==> config.mk <==
export PLATFORM = sky130hd
export DESIGN_NAME = mem_access_unit
export DESIGN_NICKNAME = d
export VERILOG_FILES = /design/src/rtl/mem_pkg.sv /design/src/rtl/mem_timeout_ctr.sv /design/src/rtl/mem_access_unit.sv
export SDC_FILE = /design/constraint.sdc
export NUM_CORES = 1
export LEC_CHECK = 0
export CORE_MARGIN = 2
export CORE_UTILIZATION = 45
export CTS_CLUSTER_DIAMETER = 30
export CTS_CLUSTER_SIZE = 14
export DETAILED_ROUTE_END_ITERATION = 12
export PLACE_DENSITY = 0.76
export SYNTH_ARGS = -nofsm -noshare
export SYNTH_HDL_FRONTEND = slang
export SYNTH_SLANG_ARGS = --single-unit
==> constraint.sdc <==
create_clock -name clk -period 7.3 [get_ports clk]
set_input_delay 1.095 -clock clk [delete_from_list [all_inputs] [get_ports clk]]
set_output_delay 1.095 -clock clk [all_outputs]
set_load 0.05 [all_outputs]
==> src/rtl/mem_pkg.sv <==
// Shared types for the execute-stage memory access unit.
package mem_pkg;

    typedef enum logic [1:0] {
        IDLE = 2'd0,
        REQ  = 2'd1,
        DONE = 2'd2
    } mem_state_t;

    localparam int WORD_BYTES = 4;
    localparam int OP_ADDR_W  = 32;
    localparam int OP_DATA_W  = 32;

    // One latched single-word transaction.
    typedef struct packed {
        logic                 we;
        logic                 sp_upd;
        logic                 push;
        logic [OP_ADDR_W-1:0] addr;
        logic [OP_DATA_W-1:0] data;
    } mem_op_t;

endpackage

==> src/rtl/mem_timeout_ctr.sv <==
// 8-bit request-cycle counter; expired_o flags the last permitted REQ cycle.
module mem_timeout_ctr #(
    parameter int LIMIT = 255
) (
    input  logic clk,
    input  logic rst_n,
    input  logic clr_i,
    input  logic en_i,
    output logic expired_o
);

    localparam logic [7:0] LAST = 8'(LIMIT - 1);

    logic [7:0] cnt_q;

    always_ff @(posedge clk or negedge rst_n) begin
        if (!rst_n) begin
            cnt_q <= '0;
        end else if (clr_i) begin
            cnt_q <= '0;
        end else if (en_i) begin
            cnt_q <= cnt_q + 8'd1;
        end
    end

    assign expired_o = en_i && (cnt_q == LAST);

endmodule

==> src/rtl/mem_access_unit.sv <==
// Execute-stage LD/ST/PUSH/POP responder owning the stack pointer.
// Optional stack overflow/underflow faults: define STACK_BOUNDS_CHECK_EN.
module mem_access_unit
    import mem_pkg::*;
#(
    parameter int                ADDR_W   = 32,
    parameter int                DATA_W   = 32,
    parameter logic [ADDR_W-1:0] SP_RESET = 32'h0000_FFFC,
    parameter int                TIMEOUT  = 255,
    parameter logic [ADDR_W-1:0] SP_LIMIT = 32'h0000_F000
) (
    input  logic              clk,
    input  logic              rst_n,
    input  logic              memrd,
    input  logic              memwr,
    input  logic              MemInSel,
    input  logic              SPwe,
    input  logic [ADDR_W-1:0] alu_addr,
    input  logic [DATA_W-1:0] wr_data,
    output logic [DATA_W-1:0] rd_data,
    output logic              rd_valid,
    output logic              stall,
    output logic [ADDR_W-1:0] sp,
    output logic              mem_req,
    output logic              mem_we,
    output logic [ADDR_W-1:0] mem_addr,
    output logic [DATA_W-1:0] mem_wdata,
    input  logic              mem_ack,
    input  logic [DATA_W-1:0] mem_rdata,
    output logic              bus_err
);

    mem_state_t        state_q, state_d;
    mem_op_t           op_q, op_d;
    logic              err_q, err_d;
    logic [ADDR_W-1:0] sp_q, sp_d;
    logic [DATA_W-1:0] rd_data_q, rd_data_d;

    logic              start, pop_op, start_err, stack_fault, expired;
    logic [ADDR_W-1:0] sp_dec, sel_addr;

    assign start  = memrd | memwr;
    assign pop_op = memrd & SPwe;
    assign sp_dec = sp_q - ADDR_W'(WORD_BYTES);

    always_comb begin
        sel_addr = alu_addr;
        if (MemInSel) begin
            sel_addr = sp_dec;
        end else if (pop_op) begin
            sel_addr = sp_q;
        end
    end

`ifdef STACK_BOUNDS_CHECK_EN
    assign stack_fault = (MemInSel && (sp_dec < SP_LIMIT)) || (pop_op && (sp_q == SP_RESET));
`else
    logic unused_sp_limit;
    assign unused_sp_limit = ^SP_LIMIT;
    assign stack_fault     = 1'b0;
`endif

    assign start_err = (memrd & memwr) | (sel_addr[1:0] != 2'b00) | stack_fault;

    mem_timeout_ctr #(
        .LIMIT(TIMEOUT)
    ) u_timeout (
        .clk      (clk),
        .rst_n    (rst_n),
        .clr_i    (state_q != REQ),
        .en_i     (state_q == REQ),
        .expired_o(expired)
    );

    always_comb begin
        state_d   = state_q;
        op_d      = op_q;
        err_d     = err_q;
        sp_d      = sp_q;
        rd_data_d = rd_data_q;
        case (state_q)
            IDLE: begin
                if (start) begin
                    op_d.we     = memwr;
                    op_d.sp_upd = SPwe;
                    op_d.push   = MemInSel;
                    op_d.addr   = sel_addr;
                    op_d.data   = wr_data;
                    err_d       = start_err;
                    state_d     = start_err ? DONE : REQ;
                end
            end
            REQ: begin
                // Ack wins over a timeout landing in the same cycle.
                if (mem_ack) begin
                    if (!op_q.we) begin
                        rd_data_d = mem_rdata;
                    end
                    if (op_q.sp_upd) begin
                        sp_d = op_q.push ? sp_dec : sp_q + ADDR_W'(WORD_BYTES);
                    end
                    state_d = DONE;
                end else if (expired) begin
                    err_d     = 1'b1;
                    rd_data_d = '0;
                    state_d   = DONE;
                end
            end
            default: begin
                state_d = IDLE;
            end
        endcase
    end

    always_ff @(posedge clk or negedge rst_n) begin
        if (!rst_n) begin
            state_q   <= IDLE;
            op_q      <= '0;
            err_q     <= 1'b0;
            sp_q      <= SP_RESET;
            rd_data_q <= '0;
        end else begin
            state_q   <= state_d;
            op_q      <= op_d;
            err_q     <= err_d;
            sp_q      <= sp_d;
            rd_data_q <= rd_data_d;
        end
    end

    assign stall     = ((state_q == IDLE) && start) || (state_q == REQ);
    assign mem_req   = (state_q == REQ);
    assign mem_we    = mem_req && op_q.we;
    assign mem_addr  = op_q.addr;
    assign mem_wdata = op_q.data;
    assign rd_valid  = (state_q == DONE) && !err_q && !op_q.we;
    assign bus_err   = (state_q == DONE) && err_q;
    assign rd_data   = rd_data_q;
    assign sp        = sp_q;

endmodule

==> results of run 1 <==
==> cell type report <==
class / instances / share of cell area [%]
clock buffer: 19 / 4.37
clock inverter: 12 / 1.69
inverter: 8 / 0.296
multi-input combinational: 542 / 32.7
sequential: 140 / 34.7
tap: 220 / 2.72
timing repair buffer: 239 / 23.5
==> power by group through the flow <==
stage | Clock (uW) | Combinational, uW | Sequential [uW]
after CTS | 922 | 2530 | 1340
after global routing | 959 | 2660 | 1380
after detailed placement | 0 | 2520 | 1350
final | 904 | 2510 | 1340
after global placement | 0 | 2500 | 1340
after floorplan | 0 | 1620 | 1620
==> worst min-delay path by stage <==
stage                     slack [ps]          start            end  depth (start not counted)
final                            470   mem_wdata[4]   mem_wdata[4]                          2
after global routing             490  mem_wdata[21]  mem_wdata[21]                          2
after CTS                        480  mem_wdata[18]  mem_wdata[18]                          2
after detailed placement         460  mem_wdata[18]  mem_wdata[18]                          2
after global placement           460  mem_wdata[10]  mem_wdata[10]                          2
after floorplan                  450   mem_wdata[0]   mem_wdata[0]                          2
==> layer usage <==
metal / track usage, % / up-vias / share of wire, %
li1: - / 3075 / -
met1: 31.2 / 3121 / 43
met2: 38.0 / 300 / 47
met3: 6.39 / 36 / 8.5
met4: 6.78 / 0 / 1.6
met5: 0 / - / 0
==> flip-flops by register name, indices dropped and copies added (netlist names) <==
| name | cells |
|---|---|
| u_timeout.cnt_q | 8 |
| mem_wdata | 32 |
| state_q | 2 |
| err_q | 1 |
| mem_addr | 32 |
| op_q | 3 |
| rd_data | 32 |
| sp | 30 |
==> worst min-delay path, cell delays in order, from the launching register on <==
cell and delay [ps]:
dfrtp_1 340, nand2_1 50, nand2_1 50
==> logic make-up (layout without fill, tap and decap cells) <==
logic type / count (synthesis) / in the layout / share of synthesized area (%)
simple gates: 317 / 317 / 20.4
flops: 140 / 140 / 46.3
fa+ha+maj: 4 / 4 / 0.657
xor+xnor: 52 / 52 / 5.98
mux: 15 / 15 / 2.05
other cells: 1 / 2 / 0.0493
buf+inv: 138 / 278 / 10.4
compound gates: 152 / 152 / 14.2
==> metrics by stage <==
stage / instances / instance area, um^2 / utilization (%) / total power (uW) / setup slack, ps
final: 1180 / 10100 / 61.1 / 4750 / 3270
after global routing: 1180 / 10100 / 61.1 / 4990 / 3180
after CTS: 1180 / 10100 / 61.1 / 4790 / 3260
after detailed placement: 1149 / 9520 / 57.4 / 3870 / 3270
after global placement: 1149 / 9520 / 57.4 / 3840 / 3270
after floorplan: 820 / 7620 / - / 3240 / 3660
==> placed cells by master, fill, tap and decap left out, types with 10 or more instances in the layout <==
cell type | netlist | final
clkbuf_16 | 0 | 17
nor4_1 | 16 | 16
xnor2_1 | 20 | 20
a22o_1 | 40 | 40
mux2i_1 | 10 | 10
nor2_1 | 42 | 41
a21oi_1 | 22 | 22
dfstp_2 | 14 | 14
dfrtp_1 | 126 | 126
nand3_1 | 18 | 18
or3_1 | 11 | 11
o221ai_1 | 10 | 10
o21ai_0 | 23 | 23
xor2_1 | 32 | 32
clkdlybuf4s50_1 | 0 | 232
nand2_1 | 153 | 153
or4_1 | 11 | 11
==> summary.md, run 1 <==
| Metric | Value |
|---|---|
| Count of final hold-check violations | 0 |
| Routed vias | 6532 |
| Die X | 134 um |
| Post-layout net count | 1055 |
| Core Footprint | 16600 um^2 |
| Drt wl/cell | 18.0 um |
| Worst Setup EP | stall |
| Worst Skew | 8.79 ps |
| Post-cts resize count | 0 |
| Total gr overflow | 0 |
| Synth area leaders | dfrtp_1 41%, nand2_1 7.5%, buf_4 6.5%, dfstp_2 4.8%, a22o_1 4.6% |
| Achievable Freq | 248 MHz |
| Synth Warn # | 0 |
| Worst path depth | 4 |
| Max-cap violations | 0 |
| Reg2Reg Depth | 7 |
| Clk network pwr share | 19.0% |
| Post-route ant nets | 0 |
| FILL cells | 1443 |
| Gpl congestion | 0.911 |
| Initial antenna violation count | 0 |
| DRC Markers | 0 |
| Worst Hold Class | register to register |
| Count leader, synth | nand2_1 |
| HPWL after DPL | 14.6 mm |
| Pwr Density | 469 nW/um^2 |
| Slew margin rel. | 27.6% |
| PortBufs | 233 |
| Netlist cell types | 62 |
| Crit. End Element | primary output |
| FF-to-FF setup slack | 4470 ps |
| Crit start category | primary input |
| Buf/Inv on CP | 2 |
| Synth Instances | 819 |
| Post-synth top area share | 41.4% |
| Share of cells above drive strength 1 | 7.08% |
| Total track usage | 23.5% |
| # IOs | 236 |
| TritonRoute pass-1 iters | 5 |
| Clock latency on the worst-skew pair | 420 ps |
| CTS Buf Count | 17 |
| Slowest CP cell | clkdlybuf4s50_1 |
| P_sw | 2260 uW |
| Pleak | 0.00443 uW |
| Most Frequent Cell on Critical Path | clkdlybuf4s50_1 |
| Most instantiated cells after synthesis | 153 x nand2_1, 126 x dfrtp_1, 66 x buf_4 |
| Reg-to-reg endpoint | sp[16] |
| Cts hold-fix bufs | 0 |
| Vias in the first global route | 6371 |
| Largest net degree at the start of global routing | 85 |
| Htree depth | 4 |
| Root Buffer | clkbuf_16 |
| Starting Density | 45.9% |
| Switching share of power | 47.5% |
| Register area | 3520 um^2 |
| Seq/Total Area, Yosys | 46.3% |
| Crit-path cells | clkdlybuf4s50_1 -> o21ai_4 -> nand2_1 -> clkdlybuf4s50_1 |
| Async S/R FF share, synth | 100% |
| Period utilization | 55.2% |
| Post-CTS setup buffers | 0 |
| Clock sinks | 140 |
| Combinational share of power | 52.8% |
| Vias/cell | 5.54 |
| Final Slew Violations | 0 |
| Ant. Diodes | 0 |
| Final wirelength | 21.2 mm |
| Crit. Startpoint | memrd |
| Cell internal pwr | 2490 uW |
| Post-layout min period | 4030 ps |
| Status | finished, final reports clean |
| Clock Pin Slew Worst Setup and Hold Paths | 60 ps |
| Die ar. | 18000 um^2 |
| Syn Area/Cell | 9.29 um^2 |
| Sum Neg Setup Slack | 0 ps |
| Post-synth EDFFs | 0 |
| Ys flop type | dfrtp_1 |
| CP max stage delay | 860 ps |
| CTS tree | done |
| Synthesized cell area | 7610 um^2 |
| Final Setup Violations | 0 |
| WS Path Type | primary input to primary output |
| Critical Path AT | 2940 ps |
| RSZ-0062 raised after global routing | false |
| Max Fanout on Critical Path | 12 |
| Area delta synth->final | 33.2% |
| Hold_ws | 469 ps |
| Actual slew at the worst max-slew pin | 1080 ps |
| Die Y-Extent | 134 um |
| Largest delay contributor family on the critical path | buffers and inverters |
| FF-to-FF Start | sp[2] |
| Row Count | 47 |
| Synth area leader | dfrtp_1 |
| Flops & latches, synth | 140 |
| Starting DRT DRC Count | 457 |
| VDD IR max | 0.219 mV |
| Area of the multi-input gates | 3320 um^2 |
| Global-route wire length before repair | 33.5 mm |
| Max clock buf depth | 2 |
| Sequential fraction of design power | 28.1% |
| Worst Path Required | 6200 ps |
Note: power is estimated with default switching activity, not from simulation.
==> run 2, diff against run 1 <==
CORE_UTILIZATION = 43   (was 45)
clock period = 3.3 ns   (was 7.3 ns; I/O delays follow)
==> run 2 against run 1 <==
Net effect: first-iteration DRC count up 24%; register-to-register slack got worse by 3800 ps; utilization is 2.2 points lower; non-clock buffer count up 11; highest routed layer unchanged; cell area increased by 0.62%; clock-buffer cell count shrank 2; routed wire length increased by 3.8%; critical path type is now register to primary output.
==> summary.md, run 2 (synthesized netlist as in run 1, its figures left out) <==
| Metric | Value |
|---|---|
| Max clock buf depth | 2 (unchanged) |
| Worst setup margin | 353 ps (-2910 ps) |
| Reg-to-reg endpoint | mem_addr[22] |
| HPWL after DPL | 15.9 mm (+9.2%) |
| Worst Skew | 11.0 ps (+2.18 ps) |
| Max-cap violations | 0 (unchanged) |
| Die Y-Extent | 137 um (+2.2%) |
| Vias/cell | 5.54 (about the same) |
| PortBufs | 233 (unchanged) |
| Post-layout net count | 1066 (+1.0%) |
| Die ar. | 18800 um^2 (+4.5%) |
| Starting DRT DRC Count | 567 (+24%) |
| Post-route ant nets | 0 (unchanged) |
| Row Count | 48 (+2.1%) |
| Ant. Diodes | 0 (unchanged) |
| Actual slew at the worst max-slew pin | 713 ps (-370 ps) |
| Global-route wire length before repair | 34.0 mm (+1.2%) |
| Vias in the first global route | 6304 (-1.1%) |
| Worst Path Required | 2800 ps (-3400 ps) |
| Routed vias | 6629 (+1.5%) |
| FILL cells | 1526 (+5.8%) |
| WS Path Type | register to primary output |
| Worst Hold Class | primary input to asynchronous set/reset pin |
| CTS tree | done |
| Most common cell after layout, fill and taps aside | clkdlybuf4s50_1 |
| Status | finished, final reports clean |
| Core Footprint | 17300 um^2 (+4.3%) |
| Final Setup Violations | 0 (unchanged) |
| Max Fanout on Critical Path | 13 (+1) |
| Slew margin rel. | 52.5% (+25 points) |
| Post-layout min period | 2950 ps |
| Total gr overflow | 0 (unchanged) |
| Register area | 3520 um^2 (unchanged) |
| Reg2Reg Depth | 5 (-2) |
| Largest net degree at the start of global routing | 74 (-13%) |
| Sum Neg Setup Slack | 0 ps (unchanged) |
| Post-CTS setup buffers | 0 (unchanged) |
| Share of cells above drive strength 1 | 8.44% (+1.4 points) |
| Count of final hold-check violations | 0 (unchanged) |
| Final wirelength | 22.0 mm (+3.8%) |
| Area delta synth->final | 34.0% |
| Initial antenna violation count | 0 (unchanged) |
| Clock sinks | 140 (unchanged) |
| Htree depth | 4 (unchanged) |
| Crit start category | register |
| Drt wl/cell | 18.4 um (+2.3%) |
| Pwr Density | 1020 nW/um^2 (+120%) |
| Most frequent cells in the layout | 231 x clkdlybuf4s50_1, 153 x nand2_1, 126 x dfrtp_1 |
| Starting Density | 44.0% (-1.9 points) |
| Period utilization | 89.3% |
| Cts hold-fix bufs | 0 (unchanged) |
| # IOs | 236 (unchanged) |
| Pleak | 0.00447 uW (+0.81%) |
| RSZ-0062 raised after global routing | false |
| Die X | 137 um (+2.2%) |
| VDD IR max | 0.640 mV (+190%) |
| Critical Path AT | 2450 ps (-490 ps) |
| TritonRoute pass-1 iters | 5 (unchanged) |
| Gpl congestion | 0.946 (+3.8%) |
| Crit. End Element | primary output |
| Area of the multi-input gates | 3320 um^2 (unchanged) |
| Achievable Freq | 339 MHz |
| Final Slew Violations | 0 (unchanged) |
| Clock Pin Slew Worst Setup and Hold Paths | 60 ps (about the same) |
| DRC Markers | 0 (unchanged) |
| Final Util | 59.0% (-2.2 points) |
| CTS Buf Count | 17 (unchanged) |
| DP Worst Slack | 622 ps (-2650 ps) |
| Post-cts resize count | 0 (unchanged) |
| FF-to-FF Start | sp[10] |
| Root Buffer | clkbuf_16 |
| FF-to-FF setup slack | 660 ps (-3810 ps) |
| Clock latency on the worst-skew pair | 420 ps (about the same) |
| Total track usage | 23.5% (-0.044 points) |
run 2: worst max path at each step:
| stage | start | endpoint | slack [ps] | cells after the start |
|---|---|---|---|---|
| after floorplan | sp[14] | mem_addr[27] | 670 | 8 |
| after global placement | mem_ack | sp[18] | 620 | 6 |
| after detailed placement | mem_ack | sp[18] | 620 | 6 |
| after CTS | state_q[1] | mem_we | 320 | 4 |
| after global routing | state_q[1] | mem_we | 240 | 4 |
| final | state_q[1] | mem_we | 350 | 4 |
run 2: layout make-up:
| class | instances | area share (%) |
|---|---|---|
| Clock buffer | 17 | 4.17 |
| Clock inverter | 15 | 1.50 |
| Inverter | 8 | 0.294 |
| Multi-Input combinational cell | 542 | 32.5 |
| Sequential cell | 140 | 34.5 |
| Tap cell | 225 | 2.76 |
| Timing Repair Buffer | 250 | 24.2 |
run 2: power by group:
group | total, uW | switching, uW | internal [uW]
Sequential | 2960 | 551 | 2410
Combinational | 5610 | 3750 | 1860
Clock | 1880 | 814 | 1060
Total | 10400 | 5110 | 5340
run 2: stage by stage:
| stage | area, um^2 | hold slack (ps) | instances | power [uW] |
|---|---|---|---|---|
| detailed placement | 9620 | 461 | 1165 | 8610 |
| CTS | 10200 | 102 | 1197 | 10500 |
| global placement | 9620 | 457 | 1165 | 8530 |
| global route | 10200 | 118 | 1197 | 11000 |
| floorplan | 7620 | 199 | 820 | 7160 |
| finish | 10200 | 63.2 | 1197 | 10400 |
run 2: layer usage:
layer	routed length [um]	track usage, %	vias up
met5	0	0	-
met4	464	8.42	0
met3	1830	6.37	42
met2	10500	37.1	280
met1	9220	30.9	3217
li1	-	-	3090
run 2: critical path, stage by stage (launching register included):
cell and delay [ps]:
dfrtp_1 440, nand2b_1 390, inv_1 250, and2_1 150, clkdlybuf4s50_1 800
==> run 3, diff against run 2 <==
CORE_UTILIZATION = 44   (was 43)
CTS_BUF_LIST = sky130_fd_sc_hd__clkbuf_8   (was not set)
PLACE_DENSITY = 0.77   (was 0.76)
==> run 3 against run 2 <==
Net effect: routed wire length decreased by 3.1%; clock skew decreased by 2.3 ps; critical path depth increased by 3; combinational power about the same; first-iteration DRC count increased by 5.5%; highest routed layer unchanged; utilization about the same; sequential power about the same; worst setup slack improved by 220 ps.
==> summary.md, run 3 (synthesized netlist as in run 1, its figures left out) <==
| Metric | Value |
|---|---|
| Status | finished, final reports clean |
| Final wirelength | 21.4 mm (-3.1%) |
| Die ar. | 18400 um^2 (-2.2%) |
| Post-cts resize count | 0 (unchanged) |
| FILL cells | 1510 (-1.0%) |
| Largest delay contributor family on the critical path | simple AND/OR/NAND/NOR gates |
| Count of final hold-check violations | 0 (unchanged) |
| Starting DRT DRC Count | 598 (+5.5%) |
| Pwr Density | 1000 nW/um^2 (-2.0%) |
| Final Setup Violations | 0 (unchanged) |
| Design Area, Final | 10100 um^2 (-0.98%) |
| Pleak | 0.00445 uW (-0.39%) |
| Max clock buf depth | 2 (unchanged) |
| Cell Area, Placed | 9650 um^2 (+0.26%) |
| Total gr overflow | 0 (unchanged) |
| Worst Hold Class | primary input to asynchronous set/reset pin |
| PortBufs | 233 (unchanged) |
| Crit. End Element | register |
| Drt wl/cell | 17.8 um (-3.5%) |
| Cts hold-fix bufs | 0 (unchanged) |
| Post-layout net count | 1071 (+0.47%) |
| Initial antenna violation count | 0 (unchanged) |
| Die Y-Extent | 136 um (-1.1%) |
| Worst setup margin | 575 ps (+221 ps) |
| Final Non-Filler Cells | 1202 (+0.42%) |
| TritonRoute pass-1 iters | 5 (unchanged) |
| Largest net degree at the start of global routing | 75 (+1.4%) |
| DP Worst Slack | 631 ps (+9.75 ps) |
| Final Slew Violations | 0 (unchanged) |
| Max Fanout on Critical Path | 8 (-5) |
| Htree depth | 4 (unchanged) |
| Critical Path AT | 3090 ps (+640 ps) |
| Post-route ant nets | 0 (unchanged) |
| Core Footprint | 17100 um^2 (-1.0%) |
| Worst Skew | 8.71 ps (-2.26 ps) |
| Row Count | 48 (unchanged) |
| Worst Path Required | 3670 ps (+870 ps) |
| Post-layout min period | 2730 ps (-221 ps) |
| Gpl congestion | 0.945 (about the same) |
| Sum Neg Setup Slack | 0 ps (unchanged) |
| Global-route wire length before repair | 33.5 mm (-1.5%) |
| Max-cap violations | 0 (unchanged) |
| Buf/Inv on CP | 1 (-1) |
| Placed insts | 1170 (+0.43%) |
| CP max stage delay | 730 ps (-70 ps) |
| Total track usage | 23.2% (-0.28 points) |
| Reg-to-reg endpoint | sp[26] |
| Clock sinks | 140 (unchanged) |
| Routed vias | 6613 (-0.24%) |
| # IOs | 236 (unchanged) |
| Root Buffer | clkbuf_8 |
| Period utilization | 82.6% (-6.7 points) |
| Area delta synth->final | 32.7% |
| Slowest CP cell | nor4_1 |
| WS Path Type | register to register |
| Vias in the first global route | 6221 (-1.3%) |
| Crit-path cells | inv_1 -> ha_1 -> or3b_2 -> nor4_1 -> and4_1 -> a311oi_1 -> a211oi_1 |
| Post-CTS setup buffers | 0 (unchanged) |
| Crit start category | register |
| Die X | 136 um (-1.1%) |
| FF-to-FF setup slack | 570 ps (-90 ps) |
| Clock latency on the worst-skew pair | 460 ps (+40 ps) |
| Vias/cell | 5.50 (-0.66%) |
| RSZ-0062 raised after global routing | false |
| VDD IR max | 0.528 mV (-18%) |
| Reg2Reg Depth | 7 (+2) |
| Achievable Freq | 367 MHz (+8.1%) |
| Slew margin rel. | 27.3% (-25 points) |
| HPWL after DPL | 15.6 mm (-1.8%) |
| Most frequent cells in the layout | 231 x clkdlybuf4s50_1, 153 x nand2_1, 126 x dfrtp_1 |
| Starting Density | 44.5% (+0.46 points) |
| Ant. Diodes | 0 (unchanged) |
| CTS tree | done |
| CTS Buf Count | 17 (unchanged) |
| Most common cell after layout, fill and taps aside | clkdlybuf4s50_1 |
| Share of cells above drive strength 1 | 8.60% (+0.16 points) |
| Hold_ws | 42.8 ps (-20.4 ps) |
| Actual slew at the worst max-slew pin | 1090 ps (+374 ps) |
| FF-to-FF Start | sp[2] |
| DRC Markers | 0 (unchanged) |
| Clock Pin Slew Worst Setup and Hold Paths | 70 ps (about the same) |
run 3: worst max path at each step:
stage,depth (start not counted),slack [ps],to,startpoint
5_1_grt,7,470,mem_addr[28],sp[2]
6_report,7,570,sp[26],sp[2]
4_1_cts,7,610,sp[26],sp[2]
3_3_place_gp,6,650,sp[18],mem_ack
2_1_floorplan,8,670,mem_addr[27],sp[14]
3_5_place_dp,6,630,sp[18],mem_ack
run 3: per-stage QoR:
step                      total power (uW)  utilization, %
after CTS                            10200            59.0
after detailed placement              8610            56.4
after global placement                8530            56.4
after floorplan                       7160               -
after global routing                 10700            59.0
final                                10100            59.0
run 3: worst reg2reg max path, stage by stage (launching register included):
cell	delay, ps
dfstp_2	400
inv_1	120
ha_1	240
or3b_2	560
nor4_1	730
and4_1	300
a311oi_1	50
a211oi_1	220
run 3: area by class of cell:
cell class              count  area (um^2)  share of cell area, %
well taps                 225          282                   2.79
clock buffers              18          248                   2.45
clock inverters            14          205                   2.03
inverters                   8         30.0                  0.297
flip-flops and latches    140         3520                   34.9
repair buffers            255         2500                   24.7
multi-input cells         542         3320                   32.9
run 3: report_power, final:
group          leakage [uW]  internal (uW)  switching, uW
clock              0.000236            911            666
combinational       0.00246           1870           3730
sequential          0.00176           2410            552
run 3: layer usage:
layer  vias up  GRT usage, %  share of wire [%]
li1       3099             -                  -
met1      3189          30.3                 43
met2       292          38.0                 48
met3        33          6.21                7.5
met4         0          6.77                1.6
met5         -             0                  0
